$ cat src/rtl/mem_arb_pkg.sv
// Shared types and helpers for the memory bus arbiter.
package mem_arb_pkg;

  // Widest master index needed for up to 8 masters.
  localparam int unsigned MAX_ID_W = 3;

  typedef enum logic {
    UNLOCKED = 1'b0,
    LOCKED   = 1'b1
  } lock_state_e;

  typedef struct packed {
    logic                valid;
    logic [MAX_ID_W-1:0] id;
  } rd_tag_t;

  function automatic int unsigned id_width(input int unsigned n);
    return (n > 1) ? $clog2(n) : 1;
  endfunction

endpackage

$ cat src/rtl/mem_bus_arbiter_if.sv
// Master-side request/response and memory-bus signals of the arbiter.
interface mem_bus_arbiter_if #(
  parameter int unsigned NUM_REQ = 2,
  parameter int unsigned ADDR_W  = 32,
  parameter int unsigned DATA_W  = 32
);
  logic [NUM_REQ-1:0]        req_i;
  logic [NUM_REQ-1:0]        lock_i;
  logic [NUM_REQ*ADDR_W-1:0] addr_i;
  logic [NUM_REQ-1:0]        wr_en_i;
  logic [NUM_REQ*DATA_W-1:0] wr_data_i;
  logic [NUM_REQ-1:0]        gnt_o;
  logic [NUM_REQ-1:0]        rd_valid_o;
  logic [DATA_W-1:0]         rd_data_o;
  logic [ADDR_W-1:0]         bus_addr_o;
  logic [DATA_W-1:0]         bus_wr_data_o;
  logic                      bus_wr_en_o;
  logic [DATA_W-1:0]         bus_rd_data_i;

  modport master (
    output req_i, lock_i, addr_i, wr_en_i, wr_data_i, bus_rd_data_i,
    input  gnt_o, rd_valid_o, rd_data_o, bus_addr_o, bus_wr_data_o, bus_wr_en_o
  );

  modport slave (
    input  req_i, lock_i, addr_i, wr_en_i, wr_data_i, bus_rd_data_i,
    output gnt_o, rd_valid_o, rd_data_o, bus_addr_o, bus_wr_data_o, bus_wr_en_o
  );
endinterface

$ cat src/rtl/rr_picker.sv
// Combinational round-robin picker: first requester after the last winner.
module rr_picker
  import mem_arb_pkg::*;
#(
  parameter int unsigned N  = 2,
  parameter int unsigned IW = id_width(N)
) (
  input  logic [N-1:0]  req,
  input  logic [IW-1:0] last,
  output logic [N-1:0]  gnt,
  output logic [IW-1:0] idx,
  output logic          valid
);

  logic [IW-1:0] cand;

  always_comb begin
    gnt   = '0;
    idx   = '0;
    valid = 1'b0;
    cand  = '0;
    for (int unsigned k = 1; k <= N; k++) begin
      cand = IW'((32'(last) + k) % N);
      if (!valid && req[cand]) begin
        valid     = 1'b1;
        idx       = cand;
        gnt[cand] = 1'b1;
      end
    end
  end

endmodule

$ cat src/rtl/mem_bus_arbiter.sv
// Round-robin data-memory bus arbiter with read-return routing.
// Optional bounded burst lock enabled by defining MEM_ARB_LOCK_EN.
module mem_bus_arbiter
  import mem_arb_pkg::*;
#(
  parameter int unsigned NUM_REQ      = 2,
  parameter int unsigned ADDR_W       = 32,
  parameter int unsigned DATA_W       = 32,
  parameter int unsigned READ_LATENCY = 1,
  parameter int unsigned MAX_LOCK     = 8
) (
  input logic              clk_i,
  input logic              reset_ni,
  mem_bus_arbiter_if.slave bus
);

  localparam int unsigned ID_W = id_width(NUM_REQ);

  logic [ID_W-1:0]    last_q;
  logic [ID_W-1:0]    rr_idx;
  logic [ID_W-1:0]    g_idx;
  logic [NUM_REQ-1:0] rr_gnt;
  logic [NUM_REQ-1:0] gnt_c;
  logic               rr_valid;
  logic               g_valid;
  logic               beat;
  rd_tag_t            push_tag;
  rd_tag_t            ret_tag;

  rr_picker #(.N(NUM_REQ), .IW(ID_W)) u_picker (
    .req   (bus.req_i),
    .last  (last_q),
    .gnt   (rr_gnt),
    .idx   (rr_idx),
    .valid (rr_valid)
  );

`ifdef MEM_ARB_LOCK_EN
  localparam int unsigned CNT_W = $clog2(MAX_LOCK + 1);

  lock_state_e      state_q, state_d;
  logic [ID_W-1:0]  owner_q, owner_d;
  logic [CNT_W-1:0] cnt_q, cnt_d;
  logic             owner_beat;

  always_ff @(posedge clk_i or negedge reset_ni) begin
    if (!reset_ni) begin
      state_q <= UNLOCKED;
      owner_q <= '0;
      cnt_q   <= '0;
    end else begin
      state_q <= state_d;
      owner_q <= owner_d;
      cnt_q   <= cnt_d;
    end
  end

  // Owner keeps the bus while it requests; any other beat may start a new lock.
  always_comb begin
    state_d    = state_q;
    owner_d    = owner_q;
    cnt_d      = cnt_q;
    owner_beat = (state_q == LOCKED) && bus.req_i[owner_q];
    g_idx      = rr_idx;
    g_valid    = rr_valid;
    gnt_c      = rr_gnt;
    if (owner_beat) begin
      g_idx          = owner_q;
      g_valid        = 1'b1;
      gnt_c          = '0;
      gnt_c[owner_q] = 1'b1;
      if (bus.lock_i[owner_q] && (32'(cnt_q) < MAX_LOCK - 1)) begin
        cnt_d = cnt_q + CNT_W'(1);
      end else begin
        state_d = UNLOCKED;
        cnt_d   = '0;
      end
    end else if (rr_valid && bus.lock_i[rr_idx] && (MAX_LOCK > 1)) begin
      state_d = LOCKED;
      owner_d = rr_idx;
      cnt_d   = CNT_W'(1);
    end else begin
      state_d = UNLOCKED;
      cnt_d   = '0;
    end
  end
`else
  logic unused_lock;
  assign unused_lock = ^bus.lock_i;
  assign g_idx       = rr_idx;
  assign g_valid     = rr_valid;
  assign gnt_c       = rr_gnt;
`endif

  assign beat      = reset_ni && g_valid;
  assign bus.gnt_o = reset_ni ? gnt_c : '0;

  always_ff @(posedge clk_i or negedge reset_ni) begin
    if (!reset_ni)  last_q <= ID_W'(NUM_REQ - 1);
    else if (beat)  last_q <= g_idx;
  end

  // Granted master drives the bus; nothing is driven without a grant.
  always_comb begin
    bus.bus_addr_o    = '0;
    bus.bus_wr_data_o = '0;
    bus.bus_wr_en_o   = 1'b0;
    for (int unsigned i = 0; i < NUM_REQ; i++) begin
      if (beat && (g_idx == ID_W'(i))) begin
        bus.bus_addr_o    = bus.addr_i[i*ADDR_W +: ADDR_W];
        bus.bus_wr_data_o = bus.wr_data_i[i*DATA_W +: DATA_W];
        bus.bus_wr_en_o   = bus.wr_en_i[i];
      end
    end
  end

  assign bus.rd_data_o = bus.bus_rd_data_i;

  always_comb begin
    push_tag = '0;
    if (beat) begin
      push_tag.valid = ~bus.wr_en_i[g_idx];
      push_tag.id    = MAX_ID_W'(g_idx);
    end
  end

  if (READ_LATENCY == 0) begin : g_lat0
    assign ret_tag = push_tag;
  end else begin : g_pipe
    rd_tag_t pipe_q [READ_LATENCY];

    always_ff @(posedge clk_i or negedge reset_ni) begin
      if (!reset_ni) begin
        for (int unsigned i = 0; i < READ_LATENCY; i++) pipe_q[i] <= '0;
      end else begin
        pipe_q[0] <= push_tag;
        for (int unsigned i = 1; i < READ_LATENCY; i++) pipe_q[i] <= pipe_q[i-1];
      end
    end

    assign ret_tag = pipe_q[READ_LATENCY-1];
  end

  always_comb begin
    bus.rd_valid_o = '0;
    for (int unsigned i = 0; i < NUM_REQ; i++)
      bus.rd_valid_o[i] = ret_tag.valid && (ret_tag.id == MAX_ID_W'(i));
  end

endmodule

$ cat src/flat_wrapper.sv
// flat-port wrapper written by rule: the top's interface ports become plain ports
module mem_bus_arbiter_flat import mem_arb_pkg::*;
#(
  parameter int unsigned NUM_REQ      = 2,
  parameter int unsigned ADDR_W       = 32,
  parameter int unsigned DATA_W       = 32,
  parameter int unsigned READ_LATENCY = 1,
  parameter int unsigned MAX_LOCK     = 8
)
  (clk_i, reset_ni, bus_req_i, bus_lock_i, bus_addr_i, bus_wr_en_i, bus_wr_data_i, bus_bus_rd_data_i, bus_gnt_o, bus_rd_valid_o, bus_rd_data_o, bus_bus_addr_o, bus_bus_wr_data_o, bus_bus_wr_en_o);
  mem_bus_arbiter_if #(.NUM_REQ(NUM_REQ), .ADDR_W(ADDR_W), .DATA_W(DATA_W)) bus_i ();
  input logic clk_i;
  input logic reset_ni;
  input wire logic [$bits(bus_i.req_i)-1:0] bus_req_i;
  input wire logic [$bits(bus_i.lock_i)-1:0] bus_lock_i;
  input wire logic [$bits(bus_i.addr_i)-1:0] bus_addr_i;
  input wire logic [$bits(bus_i.wr_en_i)-1:0] bus_wr_en_i;
  input wire logic [$bits(bus_i.wr_data_i)-1:0] bus_wr_data_i;
  input wire logic [$bits(bus_i.bus_rd_data_i)-1:0] bus_bus_rd_data_i;
  output wire logic [$bits(bus_i.gnt_o)-1:0] bus_gnt_o;
  output wire logic [$bits(bus_i.rd_valid_o)-1:0] bus_rd_valid_o;
  output wire logic [$bits(bus_i.rd_data_o)-1:0] bus_rd_data_o;
  output wire logic [$bits(bus_i.bus_addr_o)-1:0] bus_bus_addr_o;
  output wire logic [$bits(bus_i.bus_wr_data_o)-1:0] bus_bus_wr_data_o;
  output wire logic [$bits(bus_i.bus_wr_en_o)-1:0] bus_bus_wr_en_o;
  assign bus_i.req_i = bus_req_i;
  assign bus_i.lock_i = bus_lock_i;
  assign bus_i.addr_i = bus_addr_i;
  assign bus_i.wr_en_i = bus_wr_en_i;
  assign bus_i.wr_data_i = bus_wr_data_i;
  assign bus_i.bus_rd_data_i = bus_bus_rd_data_i;
  assign bus_gnt_o = bus_i.gnt_o;
  assign bus_rd_valid_o = bus_i.rd_valid_o;
  assign bus_rd_data_o = bus_i.rd_data_o;
  assign bus_bus_addr_o = bus_i.bus_addr_o;
  assign bus_bus_wr_data_o = bus_i.bus_wr_data_o;
  assign bus_bus_wr_en_o = bus_i.bus_wr_en_o;
  mem_bus_arbiter #(.NUM_REQ(NUM_REQ), .ADDR_W(ADDR_W), .DATA_W(DATA_W), .READ_LATENCY(READ_LATENCY), .MAX_LOCK(MAX_LOCK)) u_core (.clk_i(clk_i), .reset_ni(reset_ni), .bus(bus_i));
endmodule
$ cat config.mk
export PLATFORM = sky130hd
export DESIGN_NAME = mem_bus_arbiter_flat
export DESIGN_NICKNAME = d
export VERILOG_FILES = /design/src/rtl/mem_arb_pkg.sv /design/src/rtl/mem_bus_arbiter_if.sv /design/src/rtl/rr_picker.sv /design/src/rtl/mem_bus_arbiter.sv /design/src/flat_wrapper.sv
export SDC_FILE = /design/constraint.sdc
export NUM_CORES = 1
export LEC_CHECK = 0
export CAP_MARGIN = 20
export CORE_AREA = 2 2 104 106
export CTS_CLUSTER_SIZE = 40
export DETAILED_ROUTE_END_ITERATION = 12
export DIE_AREA = 0 0 106 108
export DONT_BUFFER_PORTS = 1
export PLACE_DENSITY = 0.3
export SYNTH_ARGS = -nofsm -noshare
export SYNTH_HDL_FRONTEND = slang
export SYNTH_SLANG_ARGS = --single-unit
$ cat constraint.sdc
create_clock -name clk_i -period 1.9 [get_ports clk_i]
set_input_delay 0.475 -clock clk_i [delete_from_list [all_inputs] [get_ports clk_i]]
set_output_delay 0.475 -clock clk_i [all_outputs]
set_load 0.05 [all_outputs]
==> results of run 1 <==
-- worst max path at each step --
stage                  startpoint  slack (ns)               endpoint  cells past startpoint
finish              u_core.last_q       -0.19  bus_bus_wr_data_o[29]                      6
global route        u_core.last_q       -0.25  bus_bus_wr_data_o[28]                      6
CTS                 u_core.last_q       -0.20  bus_bus_wr_data_o[28]                      6
detailed placement  u_core.last_q       0.001  bus_bus_wr_data_o[20]                      5
global placement    u_core.last_q        0.01  bus_bus_wr_data_o[15]                      5
floorplan           u_core.last_q       -0.09      bus_bus_addr_o[0]                      5
-- final cells by class --
| cell class | instances | area, um^2 |
|---|---|---|
| inverter | 1 | 3.75 |
| timing repair buffer | 102 | 1970 |
| clock buffer | 4 | 45.0 |
| fill | 1019 | 6050 |
| tap | 136 | 170 |
| sequential | 3 | 76.3 |
| multi-input combinational | 210 | 1910 |
-- sequential cells by signal, summed over array words and instances (netlist names) --
register	flops
u_core.last_q	1
u_core.g_pipe.pipe_q	2
-- through the flow --
step | setup slack, ns | hold slack [ns]
after floorplan | -0.0898 | 0.179
after global placement | 0.0130 | 0.182
after detailed placement | 0.00129 | 0.182
after CTS | -0.200 | 0.111
after global routing | -0.246 | 0.133
final | -0.191 | 0.191
-- what timing repair did --
item                                    4_1_cts  5_1_grt
endpoints found under the setup margin       66       66
pin swaps                                    67        1
hold buffers                                  1        0
setup buffers                                13        2
cloned                                        9        2
resized for setup                            69        3
hold endpoints to repair                      2        0
-- routing by layer --
| metal | vias up | global-route usage (%) | routed length, um |
|---|---|---|---|
| met4 | 0 | 3.10 | 70 |
| met2 | 121 | 27.1 | 4710 |
| met5 | - | 0 | 0 |
| li1 | 995 | - | - |
| met1 | 1013 | 14.7 | 2870 |
| met3 | 4 | 3.44 | 596 |
-- where the power goes --
group	switching, mW	internal (mW)
logic	0.991	0.917
clock network	0.0406	0.143
registers	0.00405	0.0748
-- cells in the final DEF (no fill, tap or decap) --
| cell | n |
|---|---|
| nand2b_4 | 1 |
| buf_8 | 1 |
| nor2_4 | 1 |
| dfrtp_1 | 2 |
| nand2b_1 | 1 |
| nor2b_2 | 1 |
| buf_12 | 74 |
| and2_1 | 1 |
| nor2b_1 | 1 |
| clkbuf_16 | 2 |
| dlygate4sd3_1 | 1 |
| clkbuf_8 | 3 |
| buf_4 | 9 |
| o21ai_0 | 1 |
| nand2_1 | 133 |
| o22ai_4 | 65 |
| nor2_1 | 1 |
| dfstp_2 | 1 |
| clkbuf_1 | 1 |
| buf_16 | 11 |
| o32ai_1 | 1 |
| buf_6 | 4 |
| nand2_8 | 1 |
| nand2_4 | 2 |
| inv_1 | 1 |
-- cells by family (layout without fill, tap and decap cells) --
kind of cell / Yosys count / after routing / share of synthesized area [%]
compound gates: 67 / 67 / 39.1
buf+inv: 62 / 107 / 24.4
flops: 3 / 3 / 4.45
simple gates: 143 / 143 / 32.0
==> results.txt, run 1 <==
Routed vias = 2133
Status = complete, but fails checks
Violated checks = setup timing
FF-to-FF Start = u_core.last_q
Final worst-path setup slack = -0.191 ns
Worst Skew = 0.000355 ns
Yosys top cell area share = 29.8%
Count of different cell masters after synthesis = 17
Post-layout util = 40.9%
Synth top area cells = nand2_1 (30%), o22ai_2 (29%), buf_4 (15%)
Share of cells above drive strength 1 = 55.0%
WL final = 8.25 mm
Drt first pass iters = 4
Placer Congestion = 0.683
FF-to-FF End = u_core.g_pipe.pipe_q[3]
Cell accounting for the most synthesized area = nand2_1
Setup TNS = -10.96 ns
Crit path max-delay family = flip-flops
P&R area growth vs syn = 144%
Drt drc = 0
Die area = 0.0114 mm^2
# nets final = 489
Most instantiated library cell after synthesis = nand2_1
Crit-path cells = nand2b_4, nand2_8, buf_12, buf_16, o22ai_4, buf_12
Post-route cell area = 0.00418 mm^2
Area of the mapped netlist = 0.00171 mm^2
Count of final hold-check violations = 0
Clk_lat worst skew = 0.21 ns
Site Rows = 37
Arr. time, crit path = 1.62 ns
Startpoint class of the critical path = register
Relative slew margins = 64.0%
Synth Warn # = 0
Global route overflow = 0
Critical path's most frequent cell = buf_12
Critical Path RT = 1.42 ns
Cts bufs inserted = 3
# diodes = 0
Area post-placement = 0.00328 mm^2
Die W = 106 um
Commonest cells in the netlist = nand2_1 (136), o22ai_2 (40), buf_4 (35)
Final HPWL from detailed placement = 5.36 mm
Core box area = 0.0102 mm^2
CP bufs+invs = 3
H-tree levels = 1
CP endpoint kind = output pin
Sequential fraction of the synthesis area = 4.45%
Setup Viol. Count Final = 65
Maximum number of pins on one net before global-route repair = 137
Primary FF master, synth = dfrtp_1
Syn_area_per_cell = 6.23 um^2
Clock transition at path regs = 0.03 ns
Post-DRT Antenna Nets = 0
Kind of critical path = register to output pin
Crit path max fanout = 8
CP max stage cell = dfstp_2
P_leak = 1.46 nW
CTS max path bufs = 2
GRT Total Usage = 13.8%
Syn nets = 443
Final Max Slew Viols = 0
Starting Density = 16.8%
Pwr Density = 519 mW/mm^2
Total power = 2.17 mW
CTS root buffer = clkbuf_8
Achievable Freq = 0.478 GHz
Clk sinks = 3
Wire length per cell = 18.1 um
Seq cells post-synth = 3
Post-route minimum period = 2.09 ns
Max VDD drop = 0.178 mV
Initial antenna violation count = 0
Post-synth EDFFs = 0
Async SR Flop Fraction = 100%
Maxcap violations = 0
Hold crit path type = input pin to async pin
Dpl cells = 427
Non-Filler Instances = 456
RSZ-0062 raised after global routing = yes
Post-Synthesis Cells = 275
Reg2Reg Setup Slack = 0.50 ns
Vias in the first global route = 2288
Initial DRC Count = 91
Drt via density = 4.68
I/O pins = 269
Die Span Y = 108 um
CTS tree = done
Tightest Pin Transition = 0.544 ns
Crit path largest cell delay = 0.53 ns
Worst R2R Path Depth = 7
Final period utilization = 110%
Port bufs = 0
First-pass GRT wire length = 12.6 mm
Note: power is estimated with default switching activity, not from simulation.
==> run 2, diff against run 1 <==
--- a/config.mk
+++ b/config.mk
@@ -5,6 +5,7 @@
 export SDC_FILE = /design/constraint.sdc
 export NUM_CORES = 1
 export LEC_CHECK = 0
+export ABC_CLOCK_PERIOD_IN_PS = 1800
 export CAP_MARGIN = 20
 export CORE_AREA = 2 2 104 106
 export CTS_CLUSTER_SIZE = 40
@@ -14,4 +15,5 @@
 export PLACE_DENSITY = 0.3
 export SYNTH_ARGS = -nofsm -noshare
 export SYNTH_HDL_FRONTEND = slang
+export SYNTH_HIERARCHICAL = 1
 export SYNTH_SLANG_ARGS = --single-unit
==> constraint.sdc (replaced) <==
create_clock -name clk_i -period 1.8 [get_ports clk_i]
set_input_delay 0.45 -clock clk_i [delete_from_list [all_inputs] [get_ports clk_i]]
set_output_delay 0.45 -clock clk_i [all_outputs]
set_load 0.05 [all_outputs]
==> results.txt, run 2 <==
Count of different cell masters after synthesis = 18 (was 17)
Cts bufs inserted = 3 (unchanged)
Final Max Slew Viols = 0 (unchanged)
Area post-placement = 0.00260 mm^2 (was 0.00328 mm^2)
First-pass GRT wire length = 7.66 mm (was 12.6 mm)
Largest Register = u_core/g_pipe.pipe_q (was u_core.g_pipe.pipe_q)
Tightest Pin Transition = 0.532 ns (was 0.544 ns)
Simple-gate share of the synthesized area = 20.1% (was 32.0%)
Syn nets = 361 (was 443)
Crit path max fanout = 9 (was 8)
Initial antenna violation count = 0 (unchanged)
Kind of critical path = register to output pin (unchanged)
Final worst-path setup slack = -0.277 ns (was -0.191 ns)
Largest register FFs = 2 (unchanged)
Violated checks = setup timing (unchanged)
Maximum number of pins on one net before global-route repair = 25 (was 137)
Largest family of logic cells by synthesized area = multiplexers (was compound AO/OA/AOI/OAI gates)
Post-synth EDFFs = 0 (unchanged)
Post-Synthesis Cells = 193 (was 275)
I/O pins = 269 (unchanged)
Post-DRT Antenna Nets = 0 (unchanged)
Drt drc = 0 (unchanged)
Share of cells above drive strength 1 = 82.1% (was 55.0%)
# diodes = 0 (unchanged)
Status = complete, but fails checks (unchanged)
Routed vias = 1448 (was 2133)
Starting Density = 14.2% (was 16.8%)
Compound-gate portion of the synthesized area = 2.07% (was 39.1%)
Max VDD drop = 0.165 mV (was 0.178 mV)
CTS tree = done (unchanged)
Commonest non-fill, non-tap cell in the layout = nor2_4 (was nand2_1)
FF-to-FF Start = u_core/last_q (was u_core.last_q)
Drt via density = 4.22 (was 4.68)
CTS root buffer = clkbuf_8 (unchanged)
Synth top area cells = mux2i_1 (45%), buf_4 (18%), nor2_1 (17%) (was nand2_1 (30%), o22ai_2 (29%), buf_4 (15%))
Seq cells post-synth = 3 (unchanged)
Non-Filler Instances = 343 (was 456)
Final HPWL from detailed placement = 3.97 mm (was 5.36 mm)
CP endpoint kind = output pin (unchanged)
Synth Warn # = 6 (was 0)
Critical Path RT = 1.35 ns (was 1.42 ns)
Core box area = 0.0102 mm^2 (unchanged)
Largest registers = u_core/g_pipe.pipe_q x2, u_core/last_q x1 (was u_core.g_pipe.pipe_q x2, u_core.last_q x1)
Die W = 106 um (unchanged)
Commonest cells in the netlist = mux2i_1 (65), nor2_1 (65), buf_4 (34) (was nand2_1 (136), o22ai_2 (40), buf_4 (35))
Achievable Freq = 0.482 GHz
Post-route cell area = 0.00324 mm^2 (was 0.00418 mm^2)
CTS max path bufs = 2 (unchanged)
Placer Congestion = 0.616 (was 0.683)
Syn_area_per_cell = 7.51 um^2 (was 6.23 um^2)
Async SR Flop Fraction = 100% (unchanged)
P_leak = 1.08 nW (was 1.46 nW)
Clk_lat worst skew = 0.22 ns (was 0.21 ns)
Count of final hold-check violations = 0 (unchanged)
XOR/XNOR Fraction of Synth Area = 0% (unchanged)
Multiplexer share of the synthesized area = 44.9% (was 0%)
Primary FF master, synth = dfrtp_1 (unchanged)
Pwr Density = 511 mW/mm^2 (was 519 mW/mm^2)
Port bufs = 0 (unchanged)
# nets final = 376 (was 489)
Maxcap violations = 0 (unchanged)
Clk sinks = 3 (unchanged)
Dpl cells = 328 (was 427)
Vias in the first global route = 1424 (was 2288)
Die Span Y = 108 um (unchanged)
Drt first pass iters = 2 (was 4)
Site Rows = 37 (unchanged)
Synthesized-area fraction occupied by adder cells = 0% (unchanged)
Setup TNS = -16.48 ns (was -10.96 ns)
WL final = 5.75 mm (was 8.25 mm)
Sequential fraction of the synthesis area = 5.26% (was 4.45%)
Worst Skew = 0.00355 ns (was 0.000355 ns)
Worst R2R Path Depth = 6 (was 7)
Final period utilization = 115%
Setup Viol. Count Final = 66 (was 65)
Worst Setup SP = u_core/last_q (was u_core.last_q)
H-tree levels = 1 (unchanged)
GRT Total Usage = 8.46% (was 13.8%)
Clock transition at path regs = 0.03 ns (about the same)
Die area = 0.0114 mm^2 (unchanged)
Hold slack = 0.0776 ns (was 0.191 ns)
Cell accounting for the most synthesized area = mux2i_1 (was nand2_1)
Most frequent cells in the layout = nor2_4 (61), buf_12 (40), mux2i_4 (27), mux2i_1 (22), mux2i_2 (16) (was nand2_1 (133), buf_12 (74), o22ai_4 (65), buf_16 (11), buf_4 (9))
Global route overflow = 0 (unchanged)
Initial DRC Count = 19 (was 91)
Startpoint class of the critical path = register (unchanged)
Area of the mapped netlist = 0.00145 mm^2 (was 0.00171 mm^2)
Post-route minimum period = 2.08 ns
P&R area growth vs syn = 123% (was 144%)
RSZ-0062 raised after global routing = yes (unchanged)
Hold crit path type = input pin to async pin (unchanged)
Relative slew margins = 64.8% (was 64.0%)
Yosys top cell area share = 44.9% (was 29.8%)
Arr. time, crit path = 1.63 ns (was 1.62 ns)
Wire length per cell = 16.8 um (was 18.1 um)
==> run 2: cell count changes after synthesis, moves of 5 or more <==
cell,change
mux2i_1,+65
nand2_1,-135
o22ai_1,-25
nor2_1,+63
buf_2,-9
buf_12,+5
o22ai_2,-40
==> run 2: kinds of logic (layout without fill, tap and decap cells) <==
| family | count (synthesis) | count (layout) |
|---|---|---|
| AND/OR/NAND/NOR | 73 | 73 |
| flip-flops | 3 | 3 |
| AO/OA/AOI/OAI | 4 | 4 |
| multiplexers | 65 | 65 |
| buffers and inverters | 48 | 62 |
==> run 2: metrics by stage <==
step           power, mW  util [%]  setup slack (ns)
2_1_floorplan       1.14         -           -0.0980
3_3_place_gp        1.23      25.4            -0.180
3_5_place_dp        1.24      25.4            -0.204
4_1_cts             1.55      28.4            -0.286
5_1_grt             1.73      31.6            -0.349
6_report            1.66      31.6            -0.277
==> run 2: per-layer routing <==
layer | share of wire, % | wire, um | vias to the layer above | GRT usage [%]
met2 | 55 | 3180 | 127 | 16.6
met3 | 11 | 609 | 16 | 2.11
li1 | - | - | 645 | -
met4 | 2.2 | 125 | 0 | 3.20
met5 | 0 | 0 | - | 0
met1 | 32 | 1830 | 660 | 8.55
==> run 2: worst max-delay path, stage by stage, from the launching register on <==
cell      delay (ns)
dfstp_2         0.55
a21boi_4        0.07
buf_12          0.15
buf_16          0.16
mux2i_2         0.25
nor2_4          0.06
buf_12          0.15
==> run 2: worst paths after layout <==
check / slack, ns / to
max: -0.28 / bus_bus_wr_data_o[3]
min: 0.08 / u_core/last_q
max reg2reg: 0.28 / u_core/g_pipe.pipe_q[3]
min reg2reg: 0.76 / u_core/last_q
max in group asynchronous: 1.19 / u_core/g_pipe.pipe_q[3]
min in group clk_i: 0.43 / u_core/g_pipe.pipe_q[0]
==> run 2: timing repair <==
action	4_1_cts	5_1_grt
pin swaps	2	2
resized for setup	31	39
setup buffers	2	2
hold endpoints to repair	2	0
setup endpoints to repair	66	67
cloned	3	3
hold buffers	1	0
==> run 2: report_power, final <==
part | leakage (nW) | switching (mW) | internal [mW] | total (mW)
logic | 1.02 | 0.770 | 0.608 | 1.38
registers | 0.0370 | 0.00447 | 0.0760 | 0.0805
clock network | 0.0228 | 0.0456 | 0.151 | 0.197
total | 1.08 | 0.820 | 0.835 | 1.66
==> run 2: cell type report <==
type | instances | area [um^2]
Clock buffer | 4 | 45.0
Multi-Input combinational cell | 142 | 1860
Timing Repair Buffer | 57 | 1080
Fill cell | 1008 | 6990
Tap cell | 136 | 170
Sequential cell | 3 | 76.3
Inverter | 1 | 3.75
